==> config.mk <==
export PLATFORM = sky130hd
export DESIGN_NAME = seg7_capture
export DESIGN_NICKNAME = d
export VERILOG_FILES = /design/src/rtl/seg7_pkg.sv /design/src/rtl/seg7_glyph_decode.sv /design/src/rtl/seg7_capture.sv
export SDC_FILE = /design/constraint.sdc
export NUM_CORES = 1
export LEC_CHECK = 0
export BUFFER_PORTS_ARGS = -buffer_cell sky130_fd_sc_hd__buf_2
export CAP_MARGIN = 10
export CORE_MARGIN = 3
export CORE_UTILIZATION = 45
export DETAILED_ROUTE_END_ITERATION = 7
export GPL_TIMING_DRIVEN = 0
export SETUP_SLACK_MARGIN = 0.3
export SLEW_MARGIN = 40
export SYNTH_ARGS = -nofsm -noshare
export SYNTH_HDL_FRONTEND = slang
export SYNTH_SLANG_ARGS = --single-unit
==> constraint.sdc <==
create_clock -name clk_i -period 5.7 [get_ports clk_i]
set_input_delay 0.57 -clock clk_i [delete_from_list [all_inputs] [get_ports clk_i]]
set_output_delay 0.57 -clock clk_i [all_outputs]
set_load 0.01 [all_outputs]
==> src/rtl/seg7_pkg.sv <==
// Shared constants for the 7-segment capture block: segment bit positions,
// the hex glyph table (active-low, bit 6 = a ... bit 0 = g) and FSM encoding.
package seg7_pkg;

  localparam int NUM_DIGITS = 4;

  // Bit positions inside the 8-bit segment bus
  localparam int SEG_A  = 7;
  localparam int SEG_B  = 6;
  localparam int SEG_C  = 5;
  localparam int SEG_D  = 4;
  localparam int SEG_E  = 3;
  localparam int SEG_F  = 2;
  localparam int SEG_G  = 1;
  localparam int SEG_DP = 0;

  // Glyph for hex value i lives at index i; patterns are {a,b,c,d,e,f,g}, 0 = lit
  localparam logic [15:0][6:0] GLYPH_TABLE = {
    7'h38, 7'h30, 7'h42, 7'h31, 7'h60, 7'h08, 7'h04, 7'h00,
    7'h0F, 7'h20, 7'h24, 7'h4C, 7'h06, 7'h12, 7'h4F, 7'h01
  };

  typedef enum logic [1:0] {
    IDLE    = 2'd0,
    TRACK   = 2'd1,
    CAPTURE = 2'd2,
    HOLD    = 2'd3
  } state_e;

  // True when exactly one anode is driven low
  function automatic logic onehot_low(input logic [NUM_DIGITS-1:0] an);
    return $onehot(~an);
  endfunction

endpackage

==> src/rtl/seg7_glyph_decode.sv <==
// Combinational glyph matcher: 7-bit segment pattern in, hex nibble out.
// Optional SEG7_CAPTURE_BLANK_EN makes the all-off pattern (7F) a legal blank;
// without it blank_o is tied low and 7F decodes as an invalid glyph.
module seg7_glyph_decode
  import seg7_pkg::*;
(
  input  logic [6:0] pattern_i,
  output logic [3:0] nibble_o,
  output logic       hit_o,
  output logic       blank_o
);

  // Search the glyph table; table entries are unique so at most one hits
  always_comb begin
    nibble_o = '0;
    hit_o    = 1'b0;
    for (int i = 0; i < 16; i++) begin
      if (pattern_i == GLYPH_TABLE[i]) begin
        nibble_o = 4'(i);
        hit_o    = 1'b1;
      end
    end
  end

`ifdef SEG7_CAPTURE_BLANK_EN
  assign blank_o = (pattern_i == 7'h7F);
`else
  assign blank_o = 1'b0;
`endif

endmodule

==> src/rtl/seg7_capture.sv <==
// Recovers the hex digits shown on a 4-digit multiplexed 7-segment display.
// Pins are synchronised, a pattern must be stable STABLE_CYCLES samples before
// it is decoded into the slot selected by the low anode.
// Optional blank-glyph support via SEG7_CAPTURE_BLANK_EN (see seg7_glyph_decode).
module seg7_capture
  import seg7_pkg::*;
#(
  parameter int STABLE_CYCLES = 4,
  parameter int SYNC_STAGES   = 2
) (
  input  logic        clk_i,
  input  logic        rst_i,
  input  logic [3:0]  anodos_i,
  input  logic [7:0]  segmentos_i,
  output logic [15:0] digits_o,
  output logic [3:0]  valid_o,
  output logic [3:0]  dp_o,
  output logic [3:0]  err_o,
  output logic        update_o
);

  localparam logic [7:0] STABLE_CNT  = 8'(STABLE_CYCLES);
  // A single stable sample is already enough when STABLE_CYCLES is 1
  localparam state_e     ENTRY_STATE = (STABLE_CYCLES <= 1) ? CAPTURE : TRACK;

  logic [SYNC_STAGES-1:0][11:0] sync_q;
  logic [11:0]                  sample;
  logic                         sample_ok;

  state_e      state_q, state_d;
  logic [7:0]  cnt_q, cnt_d;
  logic [11:0] track_q, track_d;   // pattern currently being qualified / held
  logic        capture_en;

  logic [NUM_DIGITS-1:0][3:0] digits_q;
  logic [NUM_DIGITS-1:0]      valid_q, dp_q, err_q;
  logic [NUM_DIGITS-1:0]      slot_changed;
  logic                       update_q;

  logic [6:0] dec_pattern;
  logic [3:0] dec_nib;
  logic       dec_hit, dec_blank;
  logic       val_new, err_new, dp_new;

  // Shift {anodes, segments} through the synchroniser chain
  always_ff @(posedge clk_i or posedge rst_i) begin
    if (rst_i) begin
      sync_q <= '0;
    end else if (SYNC_STAGES > 1) begin
      sync_q <= {sync_q[SYNC_STAGES-2:0], anodos_i, segmentos_i};
    end
  end

  assign sample    = sync_q[SYNC_STAGES-1];
  assign sample_ok = onehot_low(sample[11:8]);

  // FSM, stability counter and tracked pattern registers
  always_ff @(posedge clk_i or posedge rst_i) begin
    if (rst_i) begin
      state_q <= IDLE;
      cnt_q   <= '0;
      track_q <= '0;
    end else begin
      state_q <= state_d;
      cnt_q   <= cnt_d;
      track_q <= track_d;
    end
  end

  // Next-state logic: qualify a one-hot-low pattern, capture once, then hold
  always_comb begin
    state_d    = state_q;
    cnt_d      = cnt_q;
    track_d    = track_q;
    capture_en = 1'b0;
    case (state_q)
      IDLE: begin
        if (sample_ok) begin
          track_d = sample;
          cnt_d   = 8'd1;
          state_d = ENTRY_STATE;
        end
      end
      TRACK: begin
        if (!sample_ok) begin
          cnt_d   = '0;
          state_d = IDLE;
        end else if (sample != track_q) begin
          track_d = sample;
          cnt_d   = 8'd1;
          state_d = ENTRY_STATE;
        end else begin
          cnt_d = (cnt_q >= STABLE_CNT) ? STABLE_CNT : cnt_q + 8'd1;
          if (cnt_d == STABLE_CNT) state_d = CAPTURE;
        end
      end
      CAPTURE: begin
        capture_en = 1'b1;
        state_d    = HOLD;
      end
      HOLD: begin
        if (sample == track_q) begin
          state_d = HOLD;
        end else if (sample_ok) begin
          track_d = sample;
          cnt_d   = 8'd1;
          state_d = ENTRY_STATE;
        end else begin
          cnt_d   = '0;
          state_d = IDLE;
        end
      end
      default: begin
        cnt_d   = '0;
        state_d = IDLE;
      end
    endcase
  end

  assign dec_pattern = {track_q[SEG_A], track_q[SEG_B], track_q[SEG_C], track_q[SEG_D],
                        track_q[SEG_E], track_q[SEG_F], track_q[SEG_G]};

  seg7_glyph_decode u_decode (
    .pattern_i (dec_pattern),
    .nibble_o  (dec_nib),
    .hit_o     (dec_hit),
    .blank_o   (dec_blank)
  );

  assign val_new = dec_hit;
  assign err_new = ~dec_hit & ~dec_blank;
  assign dp_new  = ~track_q[SEG_DP];

  genvar gi;
  generate
    for (gi = 0; gi < NUM_DIGITS; gi++) begin : g_digit
      logic       sel;
      logic [3:0] nib_new;

      assign sel     = capture_en & ~track_q[8+gi];
      assign nib_new = dec_hit ? dec_nib : digits_q[gi];
      assign slot_changed[gi] = sel &
        ({nib_new, val_new, dp_new, err_new} != {digits_q[gi], valid_q[gi], dp_q[gi], err_q[gi]});

      // Slot register: written only when this anode's pattern is captured
      always_ff @(posedge clk_i or posedge rst_i) begin
        if (rst_i) begin
          digits_q[gi] <= '0;
          valid_q[gi]  <= 1'b0;
          dp_q[gi]     <= 1'b0;
          err_q[gi]    <= 1'b0;
        end else if (sel) begin
          digits_q[gi] <= nib_new;
          valid_q[gi]  <= val_new;
          dp_q[gi]     <= dp_new;
          err_q[gi]    <= err_new;
        end
      end
    end
  endgenerate

  // Pulse update alongside the slot write, only if the slot content changed
  always_ff @(posedge clk_i or posedge rst_i) begin
    if (rst_i) update_q <= 1'b0;
    else       update_q <= |slot_changed;
  end

  assign digits_o = digits_q;
  assign valid_o  = valid_q;
  assign dp_o     = dp_q;
  assign err_o    = err_q;
  assign update_o = update_q;

endmodule

# Word level (Yosys, flattened, before mapping)
# Cells that the tools add are included.
[op_classes]
eq_ne = 31
order_cmp = 1
muxes = 55
reduce_logical = 7
bitwise_logic = 15
addsub = 4
[ops]
columns = ["cell", "n"]
rows = [
  ["$mux 12", 4],
  ["$mux 4", 12],
  ["$mux 8", 5],
  ["$pmux 12 s3", 1],
  ["$eq 7x6->1 const B", 5],
  ["$eq 7x7->1 const B", 4],
  ["$ne 7x7->1", 4],
  ["$pmux 8 s3", 1],
  ["$mux 1", 20],
  ["$eq 7x3->1 const B", 2],
  ["$eq 7x4->1 const B", 2],
  ["$mux 2", 7],
  ["$eq 12x12->1", 1],
  ["$mux 3", 4],
  ["$ne 12x12->1", 1],
  ["$add 8x1->8 const B", 1],
  ["$and 1x1->1", 8],
  ["$eq 8x3->1 const B", 1],
  ["$ge 8x3->1 const B", 1],
  ["$ne 2x2->1 const B", 4],
  ["$pmux 2 s4", 1],
  ["$eq 7x1->1 const B", 1],
  ["$eq 7x5->1 const B", 1],
  ["$logic_not 7->1", 1],
  ["other kinds (14)", 21],
]
[totals]
output_inout_bits = 29
register_bits = 75
input_bits = 14
wordCells = 135

# Longest topological paths before layout
# Gate-level depths: netlist (run 1).
[logic_depth]
word_depth = 21
ltp_mapped = 10
mapped_depth_nobuf = 9

# By module
# From an unflattened synthesis (run 1), not the netlist that was laid out.
[unflattened]
cells_unflattened = 303
area_unflattened_um2 = 3637.2
[by_module_without_submodules]
columns = ["mod", "instances", "cells_each", "area_each_um2", "seq_area_each_um2"]
rows = [
  ["seg7_capture", 1, 247, 3295.7, 1876.8],
  ["seg7_glyph_decode", 1, 56, 341.6, 0.0],
]

# Least setup slack after synthesis (run 1)
# No wires, ideal clock.
[synth_path]
kind = "flip-flop to flip-flop"
from = "reg sync_q (netlist bit sample[8])"
to = "reg track_q[0]"
t_required_ps = 5575
path_buffers = 1
arrival_time_ps = 2576
path_stages_with_launch = 9
period_less_slack_ps = 2700
path_slack_ps = 3000
path_cell_list = "dfrtp_1 > fa_1 > inv_1 > ha_1 > ha_1 > nor3b_1 > nand3_1 > buf_2 > mux2_2"
[synth_via]
elab_chain_len = 7
[synth_rtl]
columns = ["item", "line_no", "source"]
rows = [
  ["start, declared", "seg7_capture.sv:26", "logic [SYNC_STAGES-1:0][11:0] sync_q;"],
  ["start signal, assigned", "seg7_capture.sv:50", "sync_q <= {sync_q[SYNC_STAGES-2:0], anodos_i, segmentos_i};"],
  ["$not 4->4", "seg7_pkg.sv:32", "return $onehot(~an);"],
  ["$add 1x1->2 (not written as such)", "seg7_pkg.sv:32", ""],
  ["$add 2x2->3 (not written as such)", "seg7_pkg.sv:32", ""],
  ["$eq 3x1->1", "seg7_pkg.sv:32", ""],
  ["$mux 12 (2 in series)", "-", ""],
  ["$pmux 12 s3", "-", ""],
  ["end signal, assigned", "seg7_capture.sv:66", "track_q <= track_d;"],
  ["end, declared", "seg7_capture.sv:32", "logic [11:0] track_q, track_d;"],
]
# Several ways; a longest one is shown, not always the timed one. The select of a mux whose other input is x is not followed.
# A chain may end at the register's enable or synchronous reset.

# Worst setup path in the final report (run 1)
[layout_path]
from = "reg sync_q (netlist bit sample[8])"
to = "reg track_q[7]"
# The elaborated chain is that of the path after synthesis.

==> metrics.md, run 1 <==
| Metric | Value |
|---|---|
| EDFF count, synth | `0` |
| Die span in x | `98.2 um` |
| Layout cells sized above 1 | `0.238` |
| Initial cell density of the core | `0.480` |
| Largest delay share family, worst path | `adder cells` |
| Post-route ant nets | `0` |
| WP depth | `8` |
| Fill cell count | `743` |
| Status | `finished, final reports clean` |
| Detailed Routing Iterations Pass 1 | `5` |
| Distinct cell type count after synthesis | `70` |
| Post-synth ARST share | `1.00` |
| Net count after synthesis | `388` |
| R2R Path Start | `sample[8]` |
| Hold_buf cts | `0` |
| Via/cell ratio | `5.72` |
| Minimum clock period | `3.06 ns` |
| Startpoint types | `flop` |
| Global-route wire length before repair | `15600 um` |
| GRT overflow | `0` |
| CTS Buf Count | `9` |
| Syn avg cell area | `around 10 sq um` |
| F_max | `327 MHz` |
| WL/cell | `17.4 um` |
| Post-CTS Setup Inserts | `0` |
| Period Utilization, post-route | `0.536` |
| Clk pin slew, worst setup/hold paths | `~0.090 ns` |
| FF+latch area | `0.00188 sq mm` |
| Final setup fails | `0` |
| Worst Setup Slack post-DPL | `2.64 ns` |
| Clock root cell | `clkbuf_8` |
| Dpl hpwl | `6630 um` |
| Die Y | `98.2 um` |
| Drt first-iter violations | `180` |
| Die area | `~0.0096 sq mm` |
| Relative slew slack | `0.509` |
| Final #Nets | `442` |
| Leakage | `2.00 nW` |
| Clock Sinks | `75` |
| Register bit total from synthesis | `75` |
| Multi-input combinational cell area | `~0.0018 sq mm` |
| Slew at the pin closest to its max-slew limit | `0.730 ns` |
| End point of the critical path | `track_q[7]` |
| Final Core Density | `0.552` |
| # diodes | `0` |
| PD cells | `~360 mW/mm^2` |
| CP max stage delay | `approximately 0.6 ns` |
| I/O Buffers | `42` |
| Worst EP required | `5.94 ns` |
| Power Total | `1.60 mW` |
| # Max-Cap Violations | `0` |
| Fin. max-slew vios | `0` |
| Routability cong. | `0.906` |
| FF-to-FF path depth | `8` |
| Critical Path AT | `3.29 ns` |
| Synth Instances | `between 300 and 400` |
| Setup TNS | `0 ns` |
| Setup ws final | `about 2.6 ns` |
| Total wire length | `about 9000 um` |
| Min-Delay Path Class | `input port to async pin` |
| Initial antenna violation count | `0` |
| Bufs and invs on worst path | `2` |
| Worst Setup Path Type | `flop to flop` |
| VDD IR max | `0.000182 V` |
| Worst-path cell chain | `fa_1 -> inv_1 -> ha_1 -> ha_1 -> nor3b_1 -> nand3_1 -> buf_2 -> mux2_2` |
| Synth warn | `0` |
| Worst R2R End | `track_q[7]` |
| Hold slack final | `between 0.15 and 0.2 ns` |
| Resized Gates After CTS | `0` |
| DRC Markers | `0` |
| CTS tree | `built` |
| Core Region | `0.00797 sq mm` |
| Cell Area, Synth | `between 0.003 and 0.004 sq mm` |
| Site Rows | `32` |
| CP max FO | `10` |
| R2R Setup Slk | `2.64 ns` |
| Ys flop type | `dfrtp_1` |
| Final hold violations | `0` |
| Top cell by count, worst path | `ha_1` |
| Bufs on Longest Clock Path | `2` |
| Largest net degree at the start of global routing | `slightly above 40` |
| Vias | `3030` |
| Number of global-route vias before repair | `2996` |
| Area Growth Syn to Fin | `14.9%` |
| CP endpoint kind | `flop` |
| Seq/Total Area, Yosys | `0.491` |
| H-tree lvl count | `3` |
| Crit path from | `sample[8]` |
| Clk_lat worst skew | `roughly 0.35 ns` |
| RSZ-0062 raised after global routing | `false` |
| CP max-delay cell | `nor3b_1` |
| Clock Skew | `slightly below 0.007 ns` |
| GRT Util Overall | `0.200` |
| Ports | `43` |
==> sequential cells by signal (all words and copies together) (netlist names) <==
signal    count
cnt_q         8
digits_o     16
dp_o          4
err_o         4
sample       12
state_q       2
sync_q       12
track_q      12
update_o      1
valid_o       4
==> kinds of logic after synthesis <==
family	after synthesis	synth area share
and+or+nand+nor	132	0.190
muxes	12	0.0350
AOI/OAI and AO/OA	96	0.191
adders and majority gates	5	0.0183
DFF	75	0.491
buffers and inverters	32	0.0363
xor gates and xnor gates	17	0.0389
==> cell usage in the layout (no fill, tap or decap), drive strengths merged, types with 6 or more instances in the layout <==
cell,count
buf,53
clkbuf,20
dfrtp,75
mux2,11
o21ai,25
inv,13
and2,7
nor2,40
nor3,7
nand2,20
xnor2,15
a21oi,18
nand4,7
nand2b,9
nor3b,6
nor2b,6
==> cells in the mapped netlist, types with 2 or more instances <==
master     count  area share
nand4_1        7       0.011
o31ai_1        2      0.0039
dfrtp_1       75        0.49
a21o_1         2      0.0039
buf_2          9       0.012
clkbuf_1      11       0.011
mux2_2        11       0.032
a32oi_1        4      0.0092
and3_1         2      0.0033
o2111ai_1      4      0.0092
xnor2_1       15       0.034
nand3_1        5      0.0065
nor3_1         6      0.0079
inv_1         11       0.011
o21ai_0       23       0.030
nor4_1         5      0.0082
a211oi_1       2      0.0039
nor2_1        38       0.037
a31o_2         3      0.0069
and2_1         7       0.011
nor2_2         2      0.0033
nor3b_1        6       0.012
nor4bb_1       5       0.013
a21oi_1       15       0.020
nand4b_1       3      0.0069
nor2b_1        6      0.0098
o211a_1        2      0.0052
ha_1           4       0.013
o2bb2ai_1      2      0.0046
o21a_1         4      0.0079
xor2_1         2      0.0046
nand2_1       20       0.020
or2_2          2      0.0033
a31oi_1        4      0.0065
o22a_1         4      0.0092
nand2b_1       9       0.015
a21oi_2        3      0.0069
and3b_1        2      0.0046
==> routing by layer <==
layer  vias up  global-route usage  wire (um)
met4         0              0.0536         87
met1      1477               0.281       4150
met3        10              0.0336        528
met5         -                   0          0
met2        90               0.324       4440
li1       1453                   -          -
==> through the flow <==
stage	std cells	cell area, sq um
2_1_floorplan	369	3820
3_3_place_gp	513	4160
3_5_place_dp	514	4200
4_1_cts	530	4400
5_1_grt	530	4400
6_report	530	4400
==> worst min path at each step <==
stage / endpoint / slack [ns]
after floorplan: sample[0] / 0.33
after global routing: sync_q[5] / 0.20
final: sync_q[5] / 0.19
after CTS: sync_q[5] / 0.19
after global placement: sample[2] / 0.33
after detailed placement: sample[4] / 0.33
==> layout make-up <==
type | count | share of cell area
sequential | 75 | 0.427
multi-input combinational | 262 | 0.414
timing repair buffer | 43 | 0.0524
tap | 102 | 0.0290
clock buffer | 9 | 0.0282
buffer | 21 | 0.0222
clock inverter | 7 | 0.0168
inverter | 11 | 0.0105
==> report_power, final <==
part / switching (mW) / internal [mW] / total, mW
logic: 0.336 / 0.208 / 0.544
registers: 0.0521 / 0.583 / 0.636
clock network: 0.212 / 0.205 / 0.417
total: 0.601 / 0.996 / 1.60
No activity file was read; power rests on OpenSTA's default activity.
==> run 2, diff against run 1 <==
--- a/config.mk
+++ b/config.mk
@@ -11,6 +11,7 @@
 export CORE_UTILIZATION = 45
 export DETAILED_ROUTE_END_ITERATION = 7
 export GPL_TIMING_DRIVEN = 0
+export PLACE_DENSITY = 0.66
 export SETUP_SLACK_MARGIN = 0.3
 export SLEW_MARGIN = 40
 export SYNTH_ARGS = -nofsm -noshare
==> constraint.sdc (replaced) <==
create_clock -name clk_i -period 2.6 [get_ports clk_i]
set_input_delay 0.26 -clock clk_i [delete_from_list [all_inputs] [get_ports clk_i]]
set_output_delay 0.26 -clock clk_i [all_outputs]
set_load 0.01 [all_outputs]
==> run 2 against run 1 <==
Clock skew is 0.0065 ns higher. Clock power up 150%. Maximum frequency increased by 30%. Flip-flop and latch count is the same. Worst setup slack worse by 2.4 ns. Register-to-register slack lost 2.4 ns. Core utilization is 10 points higher. Sequential share of layout area decreased by 6.6 points. Critical path depth unchanged. Critical path type unchanged. Largest cell class is now multi-input combinational cells. Largest power group is now combinational cells.
==> metrics.md, run 2 (same netlist as run 1, synthesis figures left out) <==
| Metric | Value |
|---|---|
| # Max-Cap Violations | `0 (unchanged)` |
| CP max-delay cell | `or4_4 (was nor3b_1)` |
| Via/cell ratio | `5.80 (was 5.72)` |
| CP max stage delay | `0.54 ns (was 0.61 ns)` |
| Final hold violations | `0 (unchanged)` |
| PD cells | `825 mW/mm^2 (was 363 mW/mm^2)` |
| Min-Delay Path Class | `input port to flop (was input port to async pin)` |
| Slew at the pin closest to its max-slew limit | `0.624 ns (was 0.730 ns)` |
| Area Growth Syn to Fin | `36.0% (was 14.9%)` |
| Die Y | `98.2 um (unchanged)` |
| Ports | `43 (unchanged)` |
| H-tree lvl count | `3 (unchanged)` |
| Flip-flop count of the largest register after layout | `16 (unchanged)` |
| Layout cells sized above 1 | `0.373 (was 0.238)` |
| Final #Nets | `483 (was 442)` |
| Relative slew slack | `0.582 (was 0.509)` |
| WL/cell | `18.3 um (was 17.4 um)` |
| Dpl cells | `514 (unchanged)` |
| Worst Setup Slack post-DPL | `-0.115 ns (was 2.64 ns)` |
| Worst-path cell chain | `buf_6 -> or4_4 -> a21o_4 -> o2111ai_4 -> a21oi_2 -> o41a_1 -> a2111oi_2 -> nand2_1 (was fa_1 -> inv_1 -> ha_1 -> ha_1 -> nor3b_1 -> nand3_1 -> buf_2 -> mux2_2)` |
| Minimum clock period | `2.35 ns (was 3.06 ns)` |
| Vias | `3312 (was 3030)` |
| Status | `finished, final reports clean (unchanged)` |
| Largest delay share family, worst path | `compound AO/OA/AOI/OAI gates (was adder cells)` |
| WP depth | `8 (unchanged)` |
| Power Total | `4.29 mW (was 1.60 mW)` |
| Critical Path AT | `2.58 ns (was 3.29 ns)` |
| Setup ws final | `0.252 ns (was 2.64 ns)` |
| Bufs on Longest Clock Path | `2 (unchanged)` |
| Startpoint types | `flop (unchanged)` |
| Routability cong. | `0.885 (was 0.906)` |
| Fin. max-slew vios | `0 (unchanged)` |
| Non-filler instance count after layout | `571 (was 530)` |
| GRT Util Overall | `0.212 (was 0.200)` |
| CP max FO | `8 (was 10)` |
| Most common cell after layout, fill and taps aside | `dfrtp_1 (unchanged)` |
| Clock root cell | `clkbuf_8 (unchanged)` |
| Site Rows | `32 (unchanged)` |
| FF-to-FF path depth | `8 (unchanged)` |
| Die area | `0.00964 sq mm (unchanged)` |
| Leakage | `2.33 nW (was 2.00 nW)` |
| Hold slack final | `0.0230 ns (was 0.186 ns)` |
| Worst Setup Path Type | `flop to flop (unchanged)` |
| CTS Buf Count | `9 (unchanged)` |
| Initial cell density of the core | `0.480 (unchanged)` |
| Fill cell count | `607 (was 743)` |
| Total wire length | `10500 um (was 9200 um)` |
| Final Core Density | `0.653 (was 0.552)` |
| Clk_lat worst skew | `0.35 ns (about the same)` |
| Clock Skew | `0.0132 ns (was 0.00679 ns)` |
| Core Region | `0.00797 sq mm (unchanged)` |
| I/O Buffers | `42 (unchanged)` |
| Post-route ant nets | `0 (unchanged)` |
| Period Utilization, post-route | `0.903 (was 0.536)` |
| CTS tree | `built (unchanged)` |
| Clock Sinks | `75 (unchanged)` |
| Detailed Routing Iterations Pass 1 | `6 (was 5)` |
| Clk pin slew, worst setup/hold paths | `0.09 ns (about the same)` |
| Most frequent cells in the layout | `dfrtp_1, buf_2, nor2_1, buf_4, o21ai_0 (was dfrtp_1, buf_2, nor2_1, o21ai_0, nand2_1)` |
| GRT overflow | `0 (unchanged)` |
| Number of global-route vias before repair | `3326 (was 2996)` |
| F_max | `426 MHz (was 327 MHz)` |
| RSZ-0062 raised after global routing | `true (was false)` |
| Die span in x | `98.2 um (unchanged)` |
| Bufs and invs on worst path | `1 (was 2)` |
| Global-route wire length before repair | `16400 um (was 15600 um)` |
| VDD IR max | `0.000403 V (was 0.000182 V)` |
| Final setup fails | `0 (unchanged)` |
| # diodes | `0 (unchanged)` |
| Worst EP required | `2.83 ns (was 5.94 ns)` |
| DRC Markers | `0 (unchanged)` |
| Largest net degree at the start of global routing | `49 (was 41)` |
| CP endpoint kind | `flop (unchanged)` |
| Hold depth | `1` |
| Dpl hpwl | `6750 um (was 6630 um)` |
| Drt first-iter violations | `239 (was 180)` |
| Initial antenna violation count | `0 (unchanged)` |
-- run 2: metal layers --
layer,routed length [um],vias to the layer above,GRT usage
li1,-,1538,-
met4,260,0,0.0735
met5,0,-,0
met1,4280,1606,0.272
met3,692,30,0.0421
met2,5230,138,0.360
-- run 2: metrics by stage --
step                area [sq um]  TNS, ns
floorplan                   3860        0
global placement            4200   -31.55
detailed placement          4240   -0.910
CTS                         4960        0
global route                5200        0
finish                      5200        0
-- run 2: final timing paths --
kind                                  start  slack [ns]    endpoint
min in group asynchronous             rst_i        0.41  track_q[6]
max in group asynchronous             rst_i        1.68  track_q[9]
worst max-delay path             track_q[4]        0.25    update_o
worst max register to register   track_q[4]        0.25    update_o
worst min register to register    sync_q[5]        0.35   sample[5]
worst min-delay path            anodos_i[1]        0.02   sync_q[9]
-- run 2: worst reg2reg max path, stage by stage (launching register included) --
cell and delay, ns:
dfrtp_1 0.39, buf_6 0.14, or4_4 0.54, a21o_4 0.26, o2111ai_4 0.16, a21oi_2 0.09, o41a_1 0.34, a2111oi_2 0.21
nand2_1 0.10
-- run 2: layout make-up --
cell class,count,area (sq um),share of cell area
multi-input combinational,263,2160,0.415
inverter,11,46.3,0.00890
sequential,75,1880,0.361
buffer,21,158,0.0303
clock buffer,9,124,0.0238
clock inverter,7,100,0.0192
tap,102,128,0.0245
timing repair buffer,83,608,0.117
-- run 2: where the power goes --
| part | switching, mW | leakage, nW | internal [mW] | total (mW) |
|---|---|---|---|---|
| Combinational | 1.01 | 1.26 | 0.841 | 1.85 |
| Sequential | 0.127 | 0.961 | 1.28 | 1.41 |
| Clock | 0.480 | 0.114 | 0.549 | 1.03 |
| Total | 1.62 | 2.33 | 2.67 | 4.29 |
-- run 2: repair_timing --
item / CTS / global route
pin swaps: 22 / 27
gates resized for setup: 47 / 40
cloned: 0 / 2
hold buffers: 12 / 0
endpoints found under the setup margin: 31 / 25
hold endpoints to repair: 38 / 0
setup buffers: 20 / 7
